File: config.mk
export PLATFORM = sky130hd
export DESIGN_NAME = dma_transfer_sequencer
export DESIGN_NICKNAME = d
export VERILOG_FILES = /design/src/rtl/dma_transfer_sequencer.sv
export SDC_FILE = /design/constraint.sdc
export NUM_CORES = 1
export LEC_CHECK = 0
export ABC_AREA = 0
export BUFFER_PORTS_ARGS = -buffer_cell sky130_fd_sc_hd__clkbuf_2
export CAP_MARGIN = 20
export CORE_MARGIN = 2
export CORE_UTILIZATION = 54
export CTS_CLUSTER_DIAMETER = 30
export CTS_CLUSTER_SIZE = 25
export DETAILED_ROUTE_END_ITERATION = 8
export PLACE_DENSITY = 0.83
export SYNTH_ARGS = -nofsm -noshare
export SYNTH_HDL_FRONTEND = slang
export SYNTH_SLANG_ARGS = --single-unit
File: constraint.sdc
create_clock -name clock -period 4.3 [get_ports clock]
set_clock_uncertainty 0.05 [all_clocks]
set_input_delay 0.215 -clock clock [delete_from_list [all_inputs] [get_ports clock]]
set_output_delay 0.215 -clock clock [all_outputs]
set_load 0.01 [all_outputs]
File: src/rtl/dma_transfer_sequencer.sv
// Timing-and-control sequencer for an 8237-style DMA controller: HRQ/HLDA handshake,
// S0-S4 transfer states, DACK and strobe generation, TC/EOP completion and priority rotation.
module dma_transfer_sequencer (
  input  logic       clock,
  input  logic       reset_n,
  input  logic       cpu_clock_posedge,
  input  logic       master_clear,
  input  logic [3:0] encoded_dma,
  input  logic [3:0] block_mode,
  input  logic [7:0] transfer_type,
  input  logic       compressed_timing,
  input  logic       extended_write,
  input  logic       terminal_count,
  input  logic       end_of_process_n,
  input  logic       hold_acknowledge,
  output logic       hold_request,
  output logic [3:0] dma_acknowledge_internal,
  output logic [1:0] dma_rotate,
  output logic       end_of_process_internal,
  output logic       address_enable,
  output logic       address_strobe,
  output logic       count_update,
  output logic       io_read_n,
  output logic       io_write_n,
  output logic       memory_read_n,
  output logic       memory_write_n
);

  typedef enum logic [2:0] {StSi, StS0, StS1, StS2, StS3, StS4} state_e;

  state_e     state_q;
  logic [1:0] chan_q;
  logic       hrq_q, eop_q, aen_q, adstb_q, cu_q;
  logic [3:0] dack_q;
  logic [1:0] rot_q;
  logic       ior_n_q, iow_n_q, memr_n_q, memw_n_q;

  logic [1:0] grant_idx;
  logic [1:0] act_type;
  logic       io_to_mem, mem_to_io, in_xfer, done;

  // Lowest set bit wins if the encoder ever presents more than one grant.
  always_comb begin
    grant_idx = 2'd0;
    for (int i = 3; i >= 0; i--) begin
      if (encoded_dma[i]) grant_idx = 2'(i);
    end
  end

  always_comb begin
    act_type  = transfer_type[{chan_q, 1'b0} +: 2];
    io_to_mem = (act_type == 2'b01);
    mem_to_io = (act_type == 2'b10);
    in_xfer   = (state_q == StS1) || (state_q == StS2) || (state_q == StS3) ||
                (state_q == StS4);
    done      = terminal_count || !end_of_process_n;
  end

  always_ff @(posedge clock or negedge reset_n) begin
    if (!reset_n) begin
      state_q  <= StSi;
      chan_q   <= 2'd0;
      hrq_q    <= 1'b0;
      dack_q   <= 4'd0;
      rot_q    <= 2'd0;
      eop_q    <= 1'b0;
      aen_q    <= 1'b0;
      adstb_q  <= 1'b0;
      cu_q     <= 1'b0;
      ior_n_q  <= 1'b1;
      iow_n_q  <= 1'b1;
      memr_n_q <= 1'b1;
      memw_n_q <= 1'b1;
    end else if (master_clear) begin
      state_q  <= StSi;
      chan_q   <= 2'd0;
      hrq_q    <= 1'b0;
      dack_q   <= 4'd0;
      rot_q    <= 2'd0;
      eop_q    <= 1'b0;
      aen_q    <= 1'b0;
      adstb_q  <= 1'b0;
      cu_q     <= 1'b0;
      ior_n_q  <= 1'b1;
      iow_n_q  <= 1'b1;
      memr_n_q <= 1'b1;
      memw_n_q <= 1'b1;
    end else begin
      // Pulses are set only on qualified edges and always clear on the next clock.
      cu_q  <= 1'b0;
      eop_q <= 1'b0;
      if (cpu_clock_posedge) begin
        if (in_xfer && !hold_acknowledge) begin
          // Bus taken back: drop everything, leave rotation alone.
          state_q  <= StSi;
          hrq_q    <= 1'b0;
          dack_q   <= 4'd0;
          aen_q    <= 1'b0;
          adstb_q  <= 1'b0;
          ior_n_q  <= 1'b1;
          iow_n_q  <= 1'b1;
          memr_n_q <= 1'b1;
          memw_n_q <= 1'b1;
        end else begin
          case (state_q)
            StSi: begin
              if (|encoded_dma) begin
                state_q <= StS0;
                hrq_q   <= 1'b1;
              end
            end
            StS0: begin
              if (hold_acknowledge && (|encoded_dma)) begin
                state_q <= StS1;
                chan_q  <= grant_idx;
                dack_q  <= 4'b0001 << grant_idx;
                aen_q   <= 1'b1;
                adstb_q <= 1'b1;
              end else if (!(|encoded_dma)) begin
                state_q <= StSi;
                hrq_q   <= 1'b0;
              end
            end
            StS1: begin
              state_q  <= StS2;
              adstb_q  <= 1'b0;
              ior_n_q  <= !io_to_mem;
              memr_n_q <= !mem_to_io;
              memw_n_q <= !(extended_write && io_to_mem);
              iow_n_q  <= !(extended_write && mem_to_io);
            end
            StS2: begin
              state_q  <= compressed_timing ? StS4 : StS3;
              cu_q     <= compressed_timing;
              memw_n_q <= !io_to_mem;
              iow_n_q  <= !mem_to_io;
            end
            StS3: begin
              state_q  <= StS4;
              cu_q     <= 1'b1;
              memw_n_q <= !io_to_mem;
              iow_n_q  <= !mem_to_io;
            end
            StS4: begin
              if (!done && block_mode[chan_q]) begin
                // Next block cycle: read strobe (and early write) re-assert for S2.
                state_q  <= StS2;
                ior_n_q  <= !io_to_mem;
                memr_n_q <= !mem_to_io;
                memw_n_q <= !(extended_write && io_to_mem);
                iow_n_q  <= !(extended_write && mem_to_io);
              end else begin
                state_q  <= StSi;
                eop_q    <= done;
                hrq_q    <= 1'b0;
                dack_q   <= 4'd0;
                aen_q    <= 1'b0;
                rot_q    <= chan_q + 2'd1;
                ior_n_q  <= 1'b1;
                iow_n_q  <= 1'b1;
                memr_n_q <= 1'b1;
                memw_n_q <= 1'b1;
              end
            end
            default: state_q <= StSi;
          endcase
        end
      end
    end
  end

  assign hold_request             = hrq_q;
  assign dma_acknowledge_internal = dack_q;
  assign dma_rotate               = rot_q;
  assign end_of_process_internal  = eop_q;
  assign address_enable           = aen_q;
  assign address_strobe           = adstb_q;
  assign count_update             = cu_q;
  assign io_read_n                = ior_n_q;
  assign io_write_n               = iow_n_q;
  assign memory_read_n            = memr_n_q;
  assign memory_write_n           = memw_n_q;

endmodule

==> flow_summary_export.csv <==
group,metric,value,unit
floorplanning,rows,17,
global_route,grt.total_usage,0.243,
placed_design,hpwl,2390,um
synth,synth_top_family_by_area,"compound AO/OA/AOI/OAI gates",
clocking,clock_latency,0.30,ns
power,clockPowerShare,0.222,
min_path,worstHoldStart,"compressed_timing",
synth,ys_types,51,
layout,design_area,1540,um^2
power,cellLeakagePower,0.700,nW
placed_design,place_congestion,0.840,
route,wl_per_cell,14.9,um
synth,synth-simple-area-share,0.207,
power,p_switching,0.131,mW
route,drc,0,
status,status,"complete, no violations",
setup_path,crit_type,"register to register",
placed_design,portBuffers,39,
synth,synth_xor_area_frac,0.0133,
synth,ys_warn_count,0,
route,ant_nets,0,
floorplanning,ios,40,
layout,nFillCells,194,
clocking,cts_max_level,1,
setup_path,path_max_fanout,6,
global_route,grt.overflow.total,0,
synth,synth_mux_area_frac,0.0769,
clocking,post_cts_resized,0,
sta,rsz0062_at_grt,"false",
clocking,cts_made_buffers,3,
setup_path,startpoint,"chan_q[1]",
clocking,post_cts_buffers,0,
floorplanning,die_area,2850,um^2
floorplanning,initial_core_util,0.585,
synth,synth-edff-count,0,
synth,synth-adder-area-share,0,
layout,seq_area,505,um^2
clocking,cts_tree,"yes",
sta,finalWorstSetupSlack,2.48,ns
route,avgViaCountPerCell,6.18,
route,dr_total_vias,1279,
synth,synthFlopType,"dfrtp_1",
power,p_int,0.285,mW
synth,syn_nets,171,
sta,drv_slew,0,
power,powerDensity,270,nW/um^2
power,pwr-share-seq,0.529,
sta,fin_hold_ws,0.122,ns
sta,maxSlewHeadroom,0.674,
layout,final_cells,207,
setup_path,start_kind,"register",
setup_path,rrSetupSlack,2.48,ns
layout,areaGrowthSynthToFinish,16.5,%
clocking,clock_sinks,20,
sta,finalSetupViolCount,0,
synth,syn_area,1320,um^2
global_route,grt_max_degree,21,
global_route,antenna_found_initial,0,
synth,synth_cells,146,
synth,synth_compound_gate_area_share,0.251,
synth,synth_area_leaders,"dfrtp_1, dfstp_2, a21oi_1, mux4_2, inv_1",
power,ir_worst_vdd,0.284,mV
floorplanning,core-area,2250,um^2
setup_path,worstPathArrival,1.96,ns
setup_path,worstPathRequired,4.43,ns
layout,diodes,0,
clocking,path_clk_slew,0.11,ns
synth,yosysTopAreaCell,"dfrtp_1",
route,first_iter_violations,45,
route,first_pass_iters,4,
synth,synth.most_common_cell,"dfrtp_1",
layout,finish.net_count,205,
synth,yosysSeqAreaShare,0.383,
layout,fin_util,0.681,
min_path,hold_class,"primary input to register",
power,combPwrFrac,0.248,
layout,multi_input_area,723,um^2
synth,synth-seq-cells,20,
global_route,grt_pass1_vias,1135,
synth,yosysTopAreaCellShare,0.304,
sta,fin_crit,1.82,ns
placed_design,placed_area,1500,um^2
clocking,clk_path_buf_depth,2,
clocking,root_buffer,"clkbuf_4",
synth,ys_top_cells_by_count,"dfrtp_1, inv_1, nand2_1",
placed_design,post-place-cells,202,
power,sw_frac_of_total,0.315,
global_route,grt_pass1_wl,5050,um
floorplanning,die_w,53.4,um
synth,syn_avg_cell_area,9.03,um^2
placed_design,post-place-ws,2.47,ns
run,drv_cap,0,
sta,hold_viol,0,
route,drt-total-wl,3080,um
sta,max_freq,548,MHz
sta,setup_tns,0,ns
synth,async_flop_share,1.00,
layout,drive_above_1_share,0.313,
sta,fin_crit_sh,0.424,
power,report.power.total,0.415,mW
setup_path,critPathCaptureType,"register",
clocking,ctsHoldBuffers,1,
sta,worst_pin_slew,0.476,ns
floorplanning,die_h,53.4,um
setup_path,timing.rr.start,"chan_q[1]",
-- worst max-delay path: stages (launching register included) --
cell      delay, ns
dfrtp_1        0.50
mux2_2         0.39
a22o_4         0.25
a221oi_2       0.38
o21ai_1        0.13
-- final timing paths --
| path | depth (start not counted) | to |
|---|---|---|
| min in group asynchronous | 2 | count_update |
| max in group asynchronous | 2 | memory_write_n |
| worst max-delay path | 4 | dma_acknowledge_internal[3] |
| worst min register to register | 2 | memory_write_n |
| worst min-delay path | 3 | count_update |
| worst max register to register | 4 | dma_acknowledge_internal[3] |
-- power by group through the flow --
stage	logic [mW]	clock network (mW)	registers, mW
CTS	0.103	0.0952	0.219
detailed placement	0.102	0	0.223
floorplan	0.0731	0	0.217
finish	0.103	0.0923	0.220
global placement	0.0987	0	0.222
global route	0.115	0.103	0.223
-- flip-flops by register name, summed over array words and instances (netlist names) --
| register | flops |
|---|---|
| memory_write_n | 1 |
| dma_acknowledge_internal | 4 |
| address_enable | 1 |
| address_strobe | 1 |
| end_of_process_internal | 1 |
| hold_request | 1 |
| dma_rotate | 2 |
| io_read_n | 1 |
| count_update | 1 |
| chan_q | 2 |
| io_write_n | 1 |
| memory_read_n | 1 |
| state_q | 3 |
-- layer usage --
metal  global-route usage  vias to the layer above  routed length (um)  part of all wire
met5                    0                        -                   0                 0
met4               0.0641                        0                  33             0.011
met3               0.0339                        4                 215             0.070
met2                0.414                       51                1530              0.50
met1                0.319                      614                1300              0.42
li1                     -                      610                   -                 -
-- cells by family (layout without fill, tap and decap cells) --
family	after synthesis	in the layout
flops	20	20
xor+xnor	2	2
buf+inv	22	55
compound gates	46	46
mux	7	7
simple gates	49	49
-- area by class of cell --
| type | count | area share |
|---|---|---|
| multi-input combinational | 104 | 0.471 |
| clock buffer | 4 | 0.0171 |
| sequential | 20 | 0.329 |
| tap | 28 | 0.0228 |
| timing repair buffer | 40 | 0.134 |
| inverter | 11 | 0.0269 |
-- layout by cell type, fill, tap and decap left out, types with 3 or more instances in the layout --
cell type,instances
clkbuf_2,39
dfrtp_1,16
inv_1,10
nand2_1,10
a21oi_1,9
nor2_1,7
o21ai_0,6
nand3_1,6
nor2b_1,5
nor3_1,4
dfstp_2,4
nand4_1,3
mux2i_1,3
o21ai_1,3
a32oi_1,3
a211oi_1,3
a31oi_1,3
clkbuf_4,3
Power figures use the tool's default switching activity.
